<file path="config.mk">
export PLATFORM = sky130hd
export DESIGN_NAME = sqrt_iter
export DESIGN_NICKNAME = d
export VERILOG_FILES = /design/src/rtl/fp16_sqrt_pkg.sv /design/src/rtl/sqrt_step.sv /design/src/rtl/sqrt_iter.sv
export SDC_FILE = /design/constraint.sdc
export NUM_CORES = 1
export LEC_CHECK = 0
export CAP_MARGIN = 20
export CELL_PAD_IN_SITES_DETAIL_PLACEMENT = 2
export CELL_PAD_IN_SITES_GLOBAL_PLACEMENT = 2
export CORE_MARGIN = 5
export CORE_UTILIZATION = 36
export DETAILED_ROUTE_END_ITERATION = 8
export PLACE_DENSITY = 0.85
export SLEW_MARGIN = 5
export SYNTH_ARGS = -nofsm -noshare
export SYNTH_HDL_FRONTEND = slang
export SYNTH_SLANG_ARGS = --single-unit
</file>
<file path="constraint.sdc">
create_clock -name clk -period 2.74 [get_ports clk]
set_clock_uncertainty 0.05 [all_clocks]
set_input_delay 0.548 -clock clk [delete_from_list [all_inputs] [get_ports clk]]
set_output_delay 0.548 -clock clk [all_outputs]
set_load 0.02 [all_outputs]
</file>
<file path="src/rtl/fp16_sqrt_pkg.sv">
// Shared types and constants for the fp16 square-root iteration core.
// Latency: n/a (declarations only).
// Backpressure: n/a.
package fp16_sqrt_pkg;

  localparam int MANT_W = 11;          // mantissa incl. hidden bit
  localparam int EXP_W  = 7;           // signed unbiased exponent
  localparam int ROOT_W = 12;          // 11 result bits + 1 guard bit
  localparam int RAD_W  = 2 * ROOT_W;  // radicand width
  localparam int REM_W  = ROOT_W + 2;  // partial remainder width

  localparam int BIAS = 15;

  localparam logic [MANT_W-1:0] QNAN_MANT = 11'h200;
  localparam logic [MANT_W-1:0] ONE_MANT  = 11'h400;
  // Exponent that pack turns into a zero encoding.
  localparam logic [EXP_W-1:0]  ZERO_EXP  = EXP_W'(-BIAS);

  typedef enum logic [2:0] {
    IDLE,
    SPEC,
    CALC,
    ROUND,
    OUT
  } state_t;

endpackage

</file>
<file path="src/rtl/sqrt_step.sv">
// One restoring square-root digit step: consumes two radicand bits, yields one root bit.
// Latency: purely combinational.
// Backpressure: none; evaluated whenever the caller samples it.
module sqrt_step
  import fp16_sqrt_pkg::*;
(
  input  logic [REM_W-1:0]  rem_in,
  input  logic [ROOT_W-1:0] root_in,
  input  logic [1:0]        pair_in,
  output logic [REM_W-1:0]  rem_out,
  output logic [ROOT_W-1:0] root_out
);

  logic [REM_W+1:0] rem_sh;
  logic [REM_W+1:0] trial;
  logic             ge;
  logic [REM_W-1:0] rem_sub;

  // Trial-subtract 4*root+1 from the shifted remainder; keep the difference if it fits.
  // The surviving remainder never exceeds 2*root, so the low REM_W bits carry it exactly.
  always_comb begin
    rem_sh   = {rem_in, pair_in};
    trial    = {2'b00, root_in, 2'b01};
    ge       = (rem_sh >= trial);
    rem_sub  = rem_sh[REM_W-1:0] - trial[REM_W-1:0];
    rem_out  = ge ? rem_sub : rem_sh[REM_W-1:0];
    root_out = {root_in[ROOT_W-2:0], ge};
  end

endmodule

</file>
<file path="src/rtl/sqrt_iter.sv">
// Multi-cycle fp16 square root (restoring recurrence + round-half-even) feeding pack.
// Latency: accept->it_valid 14 cycles normal (8 with SQRT_ITER_RADIX4_EN), 2 cycles special.
// Backpressure: n_ready only in IDLE; n_valid while busy is ignored, upstream must hold/retry.
// Build option: SQRT_ITER_RADIX4_EN retires two root bits per CALC cycle.
module sqrt_iter
  import fp16_sqrt_pkg::*;
(
  input  logic              clk,
  input  logic              rst_n,
  input  logic              enable,
  input  logic              n_valid,
  output logic              n_ready,
  input  logic              sign_in,
  input  logic [EXP_W-1:0]  exp_in,
  input  logic [MANT_W-1:0] mant_in,
  input  logic              is_zero_in,
  input  logic              is_nan_in,
  input  logic              is_pinf_in,
  input  logic              is_ninf_in,
  input  logic              result_in,
  output logic              it_valid,
  output logic              sign_out,
  output logic [EXP_W-1:0]  exp_out,
  output logic [MANT_W-1:0] mant_out,
  output logic              is_nan_out,
  output logic              is_pinf_out,
  output logic              is_ninf_out,
  output logic              result_out
);

`ifdef SQRT_ITER_RADIX4_EN
  localparam int         STEP_BITS = 4;
  localparam logic [3:0] CALC_LAST = 4'd5;
`else
  localparam int         STEP_BITS = 2;
  localparam logic [3:0] CALC_LAST = 4'd11;
`endif

  state_t state_q, state_d;
  logic   accept;
  logic   special_in;

  // Latched operand
  logic              sign_q, zero_q, nan_q, pinf_q, ninf_q, tag_q;
  logic [MANT_W-1:0] mant_q;
  logic [EXP_W-1:0]  exp_q;

  // Recurrence state
  logic [RAD_W-1:0]  rad_q;
  logic [REM_W-1:0]  rem_q, rem_nx;
  logic [ROOT_W-1:0] root_q, root_nx;
  logic [3:0]        cnt_q;

  // Staged result, copied to the outputs in OUT
  logic              res_sign, res_nan, res_pinf;
  logic [EXP_W-1:0]  res_exp;
  logic [MANT_W-1:0] res_mant;

  // Operand preparation: fold an odd exponent into the radicand so e is even.
  logic signed [EXP_W-1:0] exp_s, exp_e, exp_half;
  logic [RAD_W-1:0]        radicand;

  assign exp_s      = $signed(exp_in);
  assign exp_e      = exp_in[0] ? (exp_s - 7'sd1) : exp_s;
  assign exp_half   = exp_e >>> 1;
  assign radicand   = exp_in[0] ? {mant_in, 13'b0} : {1'b0, mant_in, 12'b0};
  assign special_in = is_zero_in | is_nan_in | is_pinf_in | is_ninf_in | sign_in;

  // Rounding: guard bit is root_q[0]; ties go to even on root_q[1].
  logic              sticky, rnd_inc;
  logic [ROOT_W-1:0] rnd_sum;

  assign sticky  = |rem_q;
  assign rnd_inc = root_q[0] & (sticky | root_q[1]);
  assign rnd_sum = {1'b0, root_q[ROOT_W-1:1]} + {{(ROOT_W-1){1'b0}}, rnd_inc};

  // A negative root never survives classification, so this flag stays low.
  assign is_ninf_out = 1'b0;

`ifdef SQRT_ITER_RADIX4_EN
  logic [REM_W-1:0]  rem_mid;
  logic [ROOT_W-1:0] root_mid;

  sqrt_step u_step_hi (
    .rem_in   (rem_q),
    .root_in  (root_q),
    .pair_in  (rad_q[RAD_W-1:RAD_W-2]),
    .rem_out  (rem_mid),
    .root_out (root_mid)
  );

  sqrt_step u_step_lo (
    .rem_in   (rem_mid),
    .root_in  (root_mid),
    .pair_in  (rad_q[RAD_W-3:RAD_W-4]),
    .rem_out  (rem_nx),
    .root_out (root_nx)
  );
`else
  sqrt_step u_step (
    .rem_in   (rem_q),
    .root_in  (root_q),
    .pair_in  (rad_q[RAD_W-1:RAD_W-2]),
    .rem_out  (rem_nx),
    .root_out (root_nx)
  );
`endif

  // State register; enable low acts as a synchronous abort to IDLE.
  always_ff @(posedge clk or negedge rst_n) begin
    if (!rst_n)       state_q <= IDLE;
    else if (!enable) state_q <= IDLE;
    else              state_q <= state_d;
  end

  // Next-state and handshake decode.
  always_comb begin
    state_d = state_q;
    n_ready = 1'b0;
    accept  = 1'b0;
    case (state_q)
      IDLE: begin
        n_ready = enable;
        accept  = n_valid & enable;
        if (accept) state_d = special_in ? SPEC : CALC;
      end
      SPEC:  state_d = OUT;
      CALC:  if (cnt_q == CALC_LAST) state_d = ROUND;
      ROUND: state_d = OUT;
      OUT:   state_d = IDLE;
      default: state_d = IDLE;
    endcase
  end

  // Operand capture, recurrence iteration and result staging.
  always_ff @(posedge clk or negedge rst_n) begin
    if (!rst_n) begin
      sign_q   <= 1'b0;
      zero_q   <= 1'b0;
      nan_q    <= 1'b0;
      pinf_q   <= 1'b0;
      ninf_q   <= 1'b0;
      tag_q    <= 1'b0;
      mant_q   <= '0;
      exp_q    <= '0;
      rad_q    <= '0;
      rem_q    <= '0;
      root_q   <= '0;
      cnt_q    <= '0;
      res_sign <= 1'b0;
      res_nan  <= 1'b0;
      res_pinf <= 1'b0;
      res_exp  <= '0;
      res_mant <= '0;
    end else begin
      case (state_q)
        IDLE: begin
          if (accept) begin
            sign_q <= sign_in;
            zero_q <= is_zero_in;
            nan_q  <= is_nan_in;
            pinf_q <= is_pinf_in;
            ninf_q <= is_ninf_in;
            tag_q  <= result_in;
            mant_q <= mant_in;
            exp_q  <= exp_half;
            rad_q  <= radicand;
            rem_q  <= '0;
            root_q <= '0;
            cnt_q  <= '0;
          end
        end
        CALC: begin
          rad_q  <= rad_q << STEP_BITS;
          rem_q  <= rem_nx;
          root_q <= root_nx;
          cnt_q  <= cnt_q + 4'd1;
        end
        SPEC: begin
          res_sign <= 1'b0;
          res_nan  <= 1'b0;
          res_pinf <= 1'b0;
          res_exp  <= '0;
          res_mant <= '0;
          if (nan_q) begin
            res_nan  <= 1'b1;
            res_sign <= sign_q;
            res_mant <= mant_q;
          end else if ((sign_q & ~zero_q) | ninf_q) begin
            res_nan  <= 1'b1;
            res_mant <= QNAN_MANT;
          end else if (pinf_q) begin
            res_pinf <= 1'b1;
          end else begin
            // Only zero remains: sqrt(+-0) = +-0.
            res_sign <= sign_q;
            res_exp  <= ZERO_EXP;
          end
        end
        ROUND: begin
          res_sign <= 1'b0;
          res_nan  <= 1'b0;
          res_pinf <= 1'b0;
          // Carry out of the rounder means the root reached 2.0.
          res_mant <= rnd_sum[ROOT_W-1] ? ONE_MANT : rnd_sum[MANT_W-1:0];
          res_exp  <= rnd_sum[ROOT_W-1] ? (exp_q + 7'd1) : exp_q;
        end
        default: ;
      endcase
    end
  end

  // Output register: loads once per result and holds until the next OUT.
  always_ff @(posedge clk or negedge rst_n) begin
    if (!rst_n) begin
      it_valid    <= 1'b0;
      sign_out    <= 1'b0;
      exp_out     <= '0;
      mant_out    <= '0;
      is_nan_out  <= 1'b0;
      is_pinf_out <= 1'b0;
      result_out  <= 1'b0;
    end else if (!enable) begin
      it_valid    <= 1'b0;
      sign_out    <= 1'b0;
      exp_out     <= '0;
      mant_out    <= '0;
      is_nan_out  <= 1'b0;
      is_pinf_out <= 1'b0;
      result_out  <= 1'b0;
    end else begin
      it_valid <= 1'b0;
      if (state_q == OUT) begin
        it_valid    <= 1'b1;
        sign_out    <= res_sign;
        exp_out     <= res_exp;
        mant_out    <= res_mant;
        is_nan_out  <= res_nan;
        is_pinf_out <= res_pinf;
        result_out  <= tag_q;
      end
    end
  end

endmodule

</file>
==> results.yml <==
run_status:
  status: "complete, no violations"
drt:
  routed.top_layer: "met4"
  vias: 4942
  drc: 0
  wl_met3_um: 586
  via_per_inst: 5.635
  drt_first_pass_iters: 4
  drt.antenna.violating_nets: 0
  drt-met1-wl_um: 7933
  first_iter_violations: 233
  routedWlPerCell_um: 22.46
  wl_um: 19700
  wl_met2_um: 10520
cts:
  clk_pin_slew_worst_paths_ns: 0.08
  cts_inserted_buffers: 9
  cts_tree: "done"
  cts_max_level: 3
  cts_buffer_depth: 2
  cts.sinks: 112
  cts-root-buf: "clkbuf_16"
  worstSkewPairLatency_ns: 0.36
logic_synthesis:
  yosys_warnings: 0
  yosysUniqueCellTypes: 61
  synth_cells: 611
  syn-cell-area_mm2: 0.005769
  synth_area_leaders: "dfrtp_1 49%, nand2_1 6.6%, o21ai_0 3.8%, ha_1 3.7%, a22o_1 3.5%"
  syn_nets: 656
  ys_ff_latch: 112
  yosysMostFrequentCell: "dfrtp_1"
  synth-edff-count: 0
  yosysTopAreaCell: "dfrtp_1"
  synth-seq-area-share_pct: 48.58
  synth_commonest_cells: "112 x dfrtp_1, 101 x nand2_1, 44 x nor2_1, 44 x o21ai_0, 37 x nand3_1"
  ys.flop_type: "dfrtp_1"
  async_reset_ff_share_pct: 100.0
  syn_area_per_cell_um2: 9.442
  yosysTopAreaCellShare_pct: 48.58
place:
  place_area_mm2: 0.006518
  portBuffers: 51
  place_congestion: 0.8432
  dp_slack_ns: 0.05951
  dp_hpwl_um: 13830
finish:
  antennaDiodeCount: 0
  final_area_mm2: 0.006820
  final_layout_size_suffix_gt1_share_pct: 7.867
  syn_to_final_growth_pct: 18.22
  nNetsFinal: 701
  fin_util_pct: 43.09
sta:
  rsz0062_at_grt: "false"
  period_share_pct: 92.35
  period_needed_ns: 2.530
  setup_viol: 0
  drv_slew: 0
  hold_viol_final: 0
  tns_ns: 0
  worst_pin_slew_ns: 0.8053
  relSlewSlack_pct: 44.92
  setup_ws_ns: 0.2095
  max_freq_ghz: 0.3952
die:
  core_mm2: 0.01583
  placementRows: 46
  die_area_mm2: 0.01866
  chipHeight_um: 136.6
  pin_count: 53
  start_util_pct: 36.45
  die_x_um: 136.6
worst_setup_path:
  slowest_delay_ns: 0.56
  r2r_slack_ns: 0.34
  cp.arrival_ns: 1.93
  slowest_stage: "clkdlybuf4s50_1"
  worstRegToRegCells: 9
  r2r-start: "root_q[11]"
  crit_path_end_kind: "output pin"
  path_buf_inv: 3
  setup.worst_path.start_class: "primary input"
  crit_required_ns: 2.14
  path_delay_family: "buffers and inverters"
  path_cells: "clkdlybuf4s50_1 > nand2b_1 > nor3_1 > buf_4 > dlygate4sd2_1"
  timing.rr.end: "rem_q[1]"
  crit_type: "in2out"
  crit_fanout: 3
power:
  p_leak_nw: 3.059
  power_mw: 4.512
  p_switching_mw: 1.487
  p_per_area_mw_per_mm2: 661.5
  p_seq_share_pct: 44.5
  peakVddDrop_uv: 457.5
  clkPwrFrac_pct: 28.6
  internal_power_mw: 3.025
  sw_frac_of_total_pct: 32.96
  combPwrFrac_pct: 26.9
hold_path:
  hp-class: "in2async"
grt:
  grt_pass1_wl_um: 31870
  grt_max_degree: 56
  grtUsageTotal_pct: 22.07
  grt_pass1_vias: 5613
  antenna_found_initial: 0
  overflow: 0
run:
  cap_viol_max_count: 0
==> how the worst max path moves through the flow <==
stage	startpoint	to	slack, ns	cells after the start
6_report	enable	n_ready	0.21	5
5_1_grt	root_q[11]	rem_q[11]	0.19	10
4_1_cts	root_q[7]	rem_q[8]	0.13	8
3_5_place_dp	enable	n_ready	0.06	5
3_3_place_gp	enable	n_ready	0.07	5
2_1_floorplan	enable	root_q[11]	0.64	7
==> sequential cells by signal (all words and copies together), names as in the netlist, 6 cells and up <==
signal	count
exp_out	7
exp_q	6
mant_out	11
mant_q	11
rad_q	12
rem_q	14
res_exp	7
res_mant	11
root_q	12
==> placed cells by master, fill, tap and decap left out, types with 5 or more instances in the layout <==
| cell | instances |
|---|---|
| nand4_1 | 7 |
| dfrtp_1 | 112 |
| ha_1 | 17 |
| o21ai_0 | 44 |
| inv_1 | 22 |
| nor3_1 | 5 |
| nand2b_1 | 5 |
| a221oi_1 | 7 |
| nor2_1 | 44 |
| clkbuf_16 | 9 |
| nand2_1 | 100 |
| mux2i_1 | 19 |
| clkdlybuf4s50_1 | 49 |
| o21ai_1 | 7 |
| xnor2_1 | 16 |
| a21oi_1 | 25 |
| a22o_1 | 23 |
| buf_4 | 16 |
| xor2_1 | 8 |
| a31oi_1 | 8 |
| nand3_1 | 37 |
==> power by group through the flow <==
stage | clock network, mW | logic, mW | registers [mW]
floorplan | 0 | 0.781 | 1.97
detailed placement | 0 | 1.14 | 2.03
global placement | 0 | 1.05 | 2.00
global route | 1.38 | 1.33 | 2.02
CTS | 1.32 | 1.16 | 2.00
finish | 1.29 | 1.21 | 2.01
==> area by class of cell <==
class | instances | area [um^2]
inverter | 22 | 82.58
timing repair buffer | 69 | 679.4
clock buffer | 10 | 239.0
clock inverter | 6 | 45.04
tap | 216 | 270.3
sequential | 112 | 2803
multi-input combinational | 442 | 2701
fill | 1671 | 9007
==> through the flow <==
step                hold slack [ns]  cells
CTS                         0.01329    876
global placement             0.3950    860
finish                      0.01867    877
floorplan                    0.2024    611
detailed placement           0.3987    860
global route                0.02070    877
==> kinds of logic after synthesis <==
kind of cell	count (synthesis)	synth area share, %
AND/OR/NAND/NOR	229	18.33
AO/OA/AOI/OAI	151	17.42
flip-flops	112	48.58
buffers and inverters	57	4.728
XOR/XNOR	24	3.643
multiplexers	20	3.557
adder cells (fa/ha/maj)	17	3.687
other	1	0.06500
==> repair_timing <==
action / CTS / global route
pin swaps: 0 / 1
gates resized for setup: 1 / 0
setup endpoints to repair: 1 / 3
setup buffers: 0 / 1
hold buffers: 0 / 0
==> metal layers <==
layer  GRT usage (%)  vias up
li1                -     2244
met1           25.56     2548
met2           39.84       98
met3           3.676       52
met4           9.854        0
met5               0        -
(Power assumes the default switching activity.)
